===== src/rtl/bus_cycle_seq.sv =====
// System-bus cycle sequencer: arbitrates for one bus interface unit, waits for its
// answer or times out, then times STROB1, optional single-step stop, STROB2 and GOT.
module bus_cycle_seq #(
  parameter int NCH           = 2,
  parameter int STROB1_TICKS  = 5,
  parameter int STROB2_TICKS  = 6,
  parameter int GOT_TICKS     = 5,
  parameter int ALARM_TICKS   = 250,
  parameter int RETRIES       = 0,
  parameter int STOP_ON_NOMEM = 1,
  localparam int SELW = (NCH > 1) ? $clog2(NCH) : 1
) (
  input  logic            __clk,
  input  logic            clo_,
  input  logic            req,
  input  logic            req_w,
  input  logic            req_io,
  input  logic [SELW-1:0] ifsel,
  input  logic [NCH-1:0]  zw,
  input  logic [NCH-1:0]  rok_,
  input  logic [NCH-1:0]  ren_,
  input  logic [NCH-1:0]  rpe_,
  input  logic            mode_,
  input  logic            step_,
  input  logic            stop_,
  output logic [NCH-1:0]  zg,
  output logic            zwzg,
  output logic            strob1,
  output logic            strob2,
  output logic            got,
  output logic            done,
  output logic [1:0]      resp,
  output logic            alarm,
  output logic            awaria
);

  typedef enum logic [2:0] {IDLE, ZG, DRV, RETRY, S1, STEP, S2, GOT} state_t;

  localparam logic [1:0] RESP_OK    = 2'd0;
  localparam logic [1:0] RESP_EN    = 2'd1;
  localparam logic [1:0] RESP_PE    = 2'd2;
  localparam logic [1:0] RESP_ALARM = 2'd3;

  state_t          state, state_nxt;
  logic [9:0]      cnt, cnt_nxt;
  logic [1:0]      retry_cnt, retry_nxt;
  logic [SELW-1:0] sel, sel_nxt, sel_in;
  logic            cyc_w, cyc_w_nxt;
  logic            cyc_io, cyc_io_nxt;
  logic            step_prev;
  logic [1:0]      resp_nxt;
  logic            alarm_nxt, awaria_nxt, set_awaria;
  logic [NCH-1:0]  zg_nxt;
  logic            zwzg_nxt, strob1_nxt, strob2_nxt, got_nxt, done_nxt;
  logic            ans_ok, ans_en, ans_pe;

  always_comb begin
    state_nxt  = state;
    cnt_nxt    = cnt;
    retry_nxt  = retry_cnt;
    sel_nxt    = sel;
    cyc_w_nxt  = cyc_w;
    cyc_io_nxt = cyc_io;
    resp_nxt   = resp;
    alarm_nxt  = 1'b0;
    set_awaria = 1'b0;
    sel_in     = (32'(ifsel) < NCH) ? ifsel : '0;
    ans_ok     = ~rok_[sel];
    ans_en     = ~ren_[sel];
    ans_pe     = ~rpe_[sel];

    case (state)
      IDLE: begin
        if (req) begin
          state_nxt  = ZG;
          sel_nxt    = sel_in;
          cyc_w_nxt  = req_w;
          cyc_io_nxt = req_io;
          retry_nxt  = 2'd0;
        end
      end
      ZG: begin
        if (zw[sel]) begin
          state_nxt = DRV;
          cnt_nxt   = 10'd0;
        end
      end
      DRV: begin
        cnt_nxt = cnt + 10'd1;
        // An answer on the very clock the timeout expires still counts as an answer.
        if (ans_pe || ans_ok || ans_en) begin
          state_nxt  = S1;
          cnt_nxt    = 10'd0;
          resp_nxt   = ans_pe ? RESP_PE : (ans_ok ? RESP_OK : RESP_EN);
          set_awaria = ans_pe && !cyc_w;
        end else if (cnt == 10'(ALARM_TICKS - 1)) begin
          if (32'(retry_cnt) < RETRIES) begin
            state_nxt = RETRY;
            retry_nxt = retry_cnt + 2'd1;
          end else begin
            state_nxt  = S1;
            cnt_nxt    = 10'd0;
            resp_nxt   = RESP_ALARM;
            alarm_nxt  = 1'b1;
            set_awaria = (STOP_ON_NOMEM != 0) && !cyc_io;
          end
        end
      end
      RETRY: state_nxt = ZG;
      S1: begin
        cnt_nxt = cnt + 10'd1;
        if (cnt == 10'(STROB1_TICKS - 1)) begin
          state_nxt = mode_ ? S2 : STEP;
          cnt_nxt   = 10'd0;
        end
      end
      STEP: begin
        if (mode_ || (step_prev && !step_)) begin
          state_nxt = S2;
          cnt_nxt   = 10'd0;
        end
      end
      S2: begin
        cnt_nxt = cnt + 10'd1;
        if (cnt == 10'(STROB2_TICKS - 1)) begin
          state_nxt = GOT;
          cnt_nxt   = 10'd0;
        end
      end
      GOT: begin
        cnt_nxt = cnt + 10'd1;
        if (cnt == 10'(GOT_TICKS - 1)) begin
          state_nxt = IDLE;
          cnt_nxt   = 10'd0;
        end
      end
      default: begin
        state_nxt = IDLE;
        cnt_nxt   = 10'd0;
      end
    endcase

    // Outputs are decoded from the next state so that every output is a flop.
    zg_nxt = '0;
    if (state_nxt == ZG || state_nxt == DRV) zg_nxt[sel_nxt] = 1'b1;
    zwzg_nxt   = (state_nxt == DRV);
    strob1_nxt = (state_nxt == S1);
    strob2_nxt = (state_nxt == S2);
    got_nxt    = (state_nxt == GOT);
    done_nxt   = (state_nxt == GOT) && (cnt_nxt == 10'(GOT_TICKS - 1));
    awaria_nxt = set_awaria ? 1'b1 : (!stop_ ? 1'b0 : awaria);
  end

  always_ff @(posedge __clk) begin
    if (!clo_) begin
      state     <= IDLE;
      cnt       <= 10'd0;
      retry_cnt <= 2'd0;
      sel       <= '0;
      cyc_w     <= 1'b0;
      cyc_io    <= 1'b0;
      step_prev <= 1'b1;
      resp      <= RESP_OK;
      alarm     <= 1'b0;
      awaria    <= 1'b0;
      zg        <= '0;
      zwzg      <= 1'b0;
      strob1    <= 1'b0;
      strob2    <= 1'b0;
      got       <= 1'b0;
      done      <= 1'b0;
    end else begin
      state     <= state_nxt;
      cnt       <= cnt_nxt;
      retry_cnt <= retry_nxt;
      sel       <= sel_nxt;
      cyc_w     <= cyc_w_nxt;
      cyc_io    <= cyc_io_nxt;
      step_prev <= step_;
      resp      <= resp_nxt;
      alarm     <= alarm_nxt;
      awaria    <= awaria_nxt;
      zg        <= zg_nxt;
      zwzg      <= zwzg_nxt;
      strob1    <= strob1_nxt;
      strob2    <= strob2_nxt;
      got       <= got_nxt;
      done      <= done_nxt;
    end
  end

endmodule


===== config.mk =====
export PLATFORM = sky130hd
export DESIGN_NAME = bus_cycle_seq
export DESIGN_NICKNAME = d
export VERILOG_FILES = /design/src/rtl/bus_cycle_seq.sv
export SDC_FILE = /design/constraint.sdc
export NUM_CORES = 1
export LEC_CHECK = 0
export ABC_AREA = 1
export CORE_ASPECT_RATIO = 1.2
export CORE_MARGIN = 1.5
export CORE_UTILIZATION = 57
export CTS_CLUSTER_SIZE = 24
export DETAILED_ROUTE_END_ITERATION = 8
export PLACE_DENSITY = 0.93
export SLEW_MARGIN = 20
export SYNTH_ARGS = -nofsm -noshare
export SYNTH_HDL_FRONTEND = slang
export SYNTH_SLANG_ARGS = --single-unit

===== constraint.sdc =====
create_clock -name __clk -period 3.6 [get_ports __clk]
set_input_delay 0.54 -clock __clk [delete_from_list [all_inputs] [get_ports __clk]]
set_output_delay 0.54 -clock __clk [all_outputs]
set_load 0.02 [all_outputs]

**Yosys cells after proc, flatten, opt, wreduce, memory -nomap -nowiden**

Cells that the tools add are included.

- Equal/unequal tests: 17
- Add/sub/neg operators: 1
- Magnitude comparators: 3
- Shifts and indexed selects: 0
- $mul: 0
- Bitwise gates (word level): 5
- Divide/modulo/power cells: 0
- Muxes and demuxes: 39
- Reduce and logical (&&, ||, !) cells: 18

Operators by type and width:

| operator | count |
|---|---|
| $mux W10 | 6 |
| $pmux W10 S5 | 1 |
| $eq A10 B3 Y1 const B | 3 |
| $mux W3 | 8 |
| $pmux W3 S8 | 1 |
| $eq A3 B3 Y1 const B | 7 |
| $mux W1 | 18 |
| $add A10 B1 Y10 const B | 1 |
| $eq A10 B8 Y1 const B | 1 |
| $eq A3 B2 Y1 const B | 3 |
| $mux W2 | 4 |
| $eq A3 B1 Y1 const B | 2 |
| $reduce_and A2 Y1 | 3 |
| $not A1 Y1 | 5 |
| $logic_and A1 B1 Y1 | 4 |
| $logic_or A1 B1 Y1 | 4 |
| $lt A1 B2 Y1 const B | 2 |
| $logic_not A1 Y1 | 3 |
| $logic_not A3 Y1 | 1 |
| $reduce_or A3 Y1 | 1 |
| $ne A2 B1 Y1 const B | 1 |
| $reduce_bool A2 Y1 | 1 |
| $reduce_or A2 Y1 | 1 |
| $demux W1 S1 | 1 |
| $ge A1 B1 Y1 const B | 1 |

- Bits in writable memories: 0
- Register bits after elaboration: 28
- Input bits: 17
- Bits in read-only memories: 0
- Latch bits: 0
- Memories kept: 0
- Output and inout port bits: 11

**Depth between registers and ports, before layout**

- Depth in word-level cells: 10
- Gate-level depth with buffers: 13
- Depth with buffers taken out: 13

**Worst setup path after synthesis**

No wires, ideal clock.

- Path type: input-to-reg
- Start point: input port step_
- End point: register zg[0]
- Data arrival time: 1,438 ps
- Setup slack: 2,089 ps
- Cell stages on the path: 10
- Setup time: 72 ps
- Cell sequence: inv_1 > nand2_1 > nand2_1 > nor3_4 > inv_2 > o211ai_1 > nor2_1 > nand3_1 > nor2_1 > nor3b_2

- Cells in the longest elaborated chain, start to end: 8
- Elaborated cells on any way between the ends: 9
- Classes of those cells: eq/ne (2); mux (2); reduce/logical (5)

Ends and longest elaborated chain:

| item | line | text |
|---|---|---|
| from (decl) | 24 | `input logic step_,` |
| $logic_not A1 Y1 (*) | 118 | `if (mode_ \|\| (step_prev && !step_)) begin` |
| $logic_and A1 B1 Y1 (*) | 118 |  |
| $logic_or A1 B1 Y1 (*) | 118 |  |
| $mux W3 (*) | 118 |  |
| $pmux W3 S8 (*) | 72 | `case (state)` |
| $eq A3 B1 Y1 or $eq A3 B2 Y1 (tied branches) | 145 | `if (state_nxt == ZG \|\| state_nxt == DRV) zg_nxt[sel_nxt] = 1'b1;` |
| $logic_or A1 B1 Y1 (*) | 145 |  |
| $reduce_and A2 Y1 (no line) (*) | -- |  |
| to (signal assigned) | 183 | `zg <= zg_nxt;` |
| to (decl) | 26 | `output logic [NCH-1:0] zg,` |

Mark *: on every way between the ends. The rest lies on a longest branch, timed or not.
A chain may end at the register's enable or synchronous reset.

==> impl_metrics.json <==
{
  "status": "complete, no violations",
  "fin_nets": 320,
  "setup_violations": 0,
  "drcViolationCount": 0,
  "ant_nets": 0,
  "power_density_nw_per_um2": 324.6,
  "ir_drop_mv": 0.3689,
  "post_cts_buffers": 0,
  "p_leak_nw": 0.9540,
  "reg2regPathDepth": 12,
  "r2r_setup_slack_ns": 1.77,
  "ys_ff_latch": 28,
  "gp_congestion": 0.9319,
  "synth_common_cells": "74 x nand2_1, 39 x inv_1, 28 x dfxtp_1",
  "place_hpwl_mm": 3.300,
  "synthFlopType": "dfxtp_1",
  "start_kind": "primary input",
  "final.min_clock_period_ns": 1.974,
  "syn_to_final_growth_pct": 20.32,
  "syn_area_um2": 1743,
  "die_y_um": 63.58,
  "synth_most_common_cell": "nand2_1",
  "core_area_um2": 2864,
  "avgSynthCellArea_um2": 6.455,
  "internal-power_mw": 0.4887,
  "power_frac_seq_pct": 49.2,
  "clock_latency_ns": 0.34,
  "holdBufCountCts": 0,
  "diodes": 0,
  "power_mw": 0.6807,
  "p_switching_mw": 0.1920,
  "overflow": 0,
  "period_share_pct": 54.82,
  "end_kind": "flop",
  "cp-startpoint": "clo_",
  "fin_cells": 333,
  "placed_cells": 329,
  "dieArea_um2": 3400,
  "crit_required_ns": 3.87,
  "grt_max_degree": 17,
  "hold_violations": 0,
  "wl_per_cell_um": 12.75,
  "root_buffer": "clkbuf_4",
  "cts_made_buffers": 3,
  "vias": 1825,
  "ys_top_cells_by_area": "dfxtp_1 32%, nand2_1 16%, inv_1 8.4%",
  "routed_via_density": 5.480,
  "async_reset_ff_share_pct": 0,
  "start_util_pct": 60.86,
  "die_w_um": 53.48,
  "fmax_ghz": 0.5067,
  "fin_worst_skew_ns": 0.01248,
  "synth.top_cell.area_share_pct": 32.16,
  "worst_pin_slew_ns": 0.5632,
  "drive_gt1_share_pct": 10.03,
  "hold_path.class": "flop to flop",
  "synth_largest_area_cell": "dfxtp_1",
  "num_rows": 21,
  "endpoint": "strob1",
  "fin_setup_tns_ns": 0,
  "cts.sinks": 28,
  "power_frac_clock_pct": 30.9,
  "cts_resized": 0,
  "finalInstanceArea_um2": 2097,
  "clock_path_buffers": 2,
  "crit_fanout": 14,
  "seq_area_frac_synth_pct": 32.16,
  "antenna_found_initial": 0,
  "rsz0062_at_grt": "no",
  "slew_headroom_pct": 62.34,
  "drt_first_pass_iters": 5,
  "portBuffers": 27,
  "ys_types": 31,
  "syn_nets": 290,
  "post-route-util_pct": 73.22,
  "drtIter0Drc": 87,
  "rr_startpoint": "cnt[0]",
  "io_pins": 28,
  "netlist_instances": 270,
  "first_global_vias": 1779,
  "r2r_end": "done",
  "maxCapViolCount": 0,
  "p_comb_share_pct": 19.9,
  "grt_use_total_pct": 28.52,
  "p_sw_share_pct": 28.20,
  "cts_htree_levels": 1,
  "grt_pass1_wl_mm": 7.320,
  "drv_slew": 0,
  "crit_type": "primary input to flop",
  "dpl-instance-area_um2": 2044,
  "critPathArrivalTime_ns": 2.25,
  "synth_enable_flop_cells": 0,
  "ys.warnings.count": 0,
  "clk_pin_slew_ns": 0.14,
  "cts_tree": "built",
  "wirelength_mm": 4.245
}
-- state kept, by name (all words and copies together), names as in the netlist, 2 cells and up --
name and flops:
zg 2, cnt 10, state 3, resp 2
-- power groups by stage --
stage | Sequential (mW) | Combinational, mW | Clock, mW
floorplan | 0.346 | 0.0778 | 0
global placement | 0.340 | 0.128 | 0
detailed placement | 0.341 | 0.133 | 0
CTS | 0.335 | 0.135 | 0.214
global route | 0.337 | 0.150 | 0.226
finish | 0.335 | 0.135 | 0.211
-- layout by cell type, fill, tap and decap left out, types with 4 or more instances in the layout --
cell type        instances
nand2_1                 74
inv_1                   39
dfxtp_1                 28
clkdlybuf4s50_1         27
nor2_1                  25
nand3_1                 21
o21ai_0                 15
a21oi_1                 10
nor2_2                   8
nor3_1                   7
nor2_4                   4
inv_2                    4
nand4_1                  4
-- how the worst min path moves through the flow --
stage                     start    end  slack, ns  cells past startpoint
after floorplan           cyc_w  cyc_w       0.42                      2
after global placement    cyc_w  cyc_w       0.43                      2
after detailed placement  cyc_w  cyc_w       0.44                      2
after CTS                 cyc_w  cyc_w       0.46                      2
after global routing      cyc_w  cyc_w       0.51                      2
final                     cyc_w  cyc_w       0.46                      2
-- per-layer routing --
metal	vias up	GRT usage (%)	wire length, um
met4	0	19.23	222
met1	804	32.11	1674
met2	79	46.76	2049
met3	27	5.213	298
li1	915	-	-
met5	-	0	0
-- worst max-delay path, stage by stage --
cell and delay (ns):
clkdlybuf4s50_1 0.83, clkinv_1 0.43, nor2_2 0.20, inv_1 0.07, nor3_2 0.16
-- area by class of cell --
class                      count  area (um2)
clock inverter                 1       30.03
timing repair buffer          27       270.3
clock buffer                   3       22.52
fill                         239       767.0
tap                           34       42.54
multi-input combinational    196        1006
sequential                    28       560.5
inverter                      44       165.2
-- cells by family after synthesis --
group,share of synthesized area [%]
AND/OR/NAND/NOR,44.01
buffers and inverters,10.12
AO/OA/AOI/OAI,9.548
flip-flops,32.16
XOR/XNOR,2.010
adder cells (fa/ha/maj),2.154
-- stage by stage --
stage	setup WS, ns	hold WS [ns]
floorplan	2.089	0.4207
global placement	1.381	0.4328
global route	1.477	0.5058
detailed placement	1.316	0.4429
CTS	1.669	0.4633
finish	1.626	0.4643
Power figures use the tool's default switching activity.
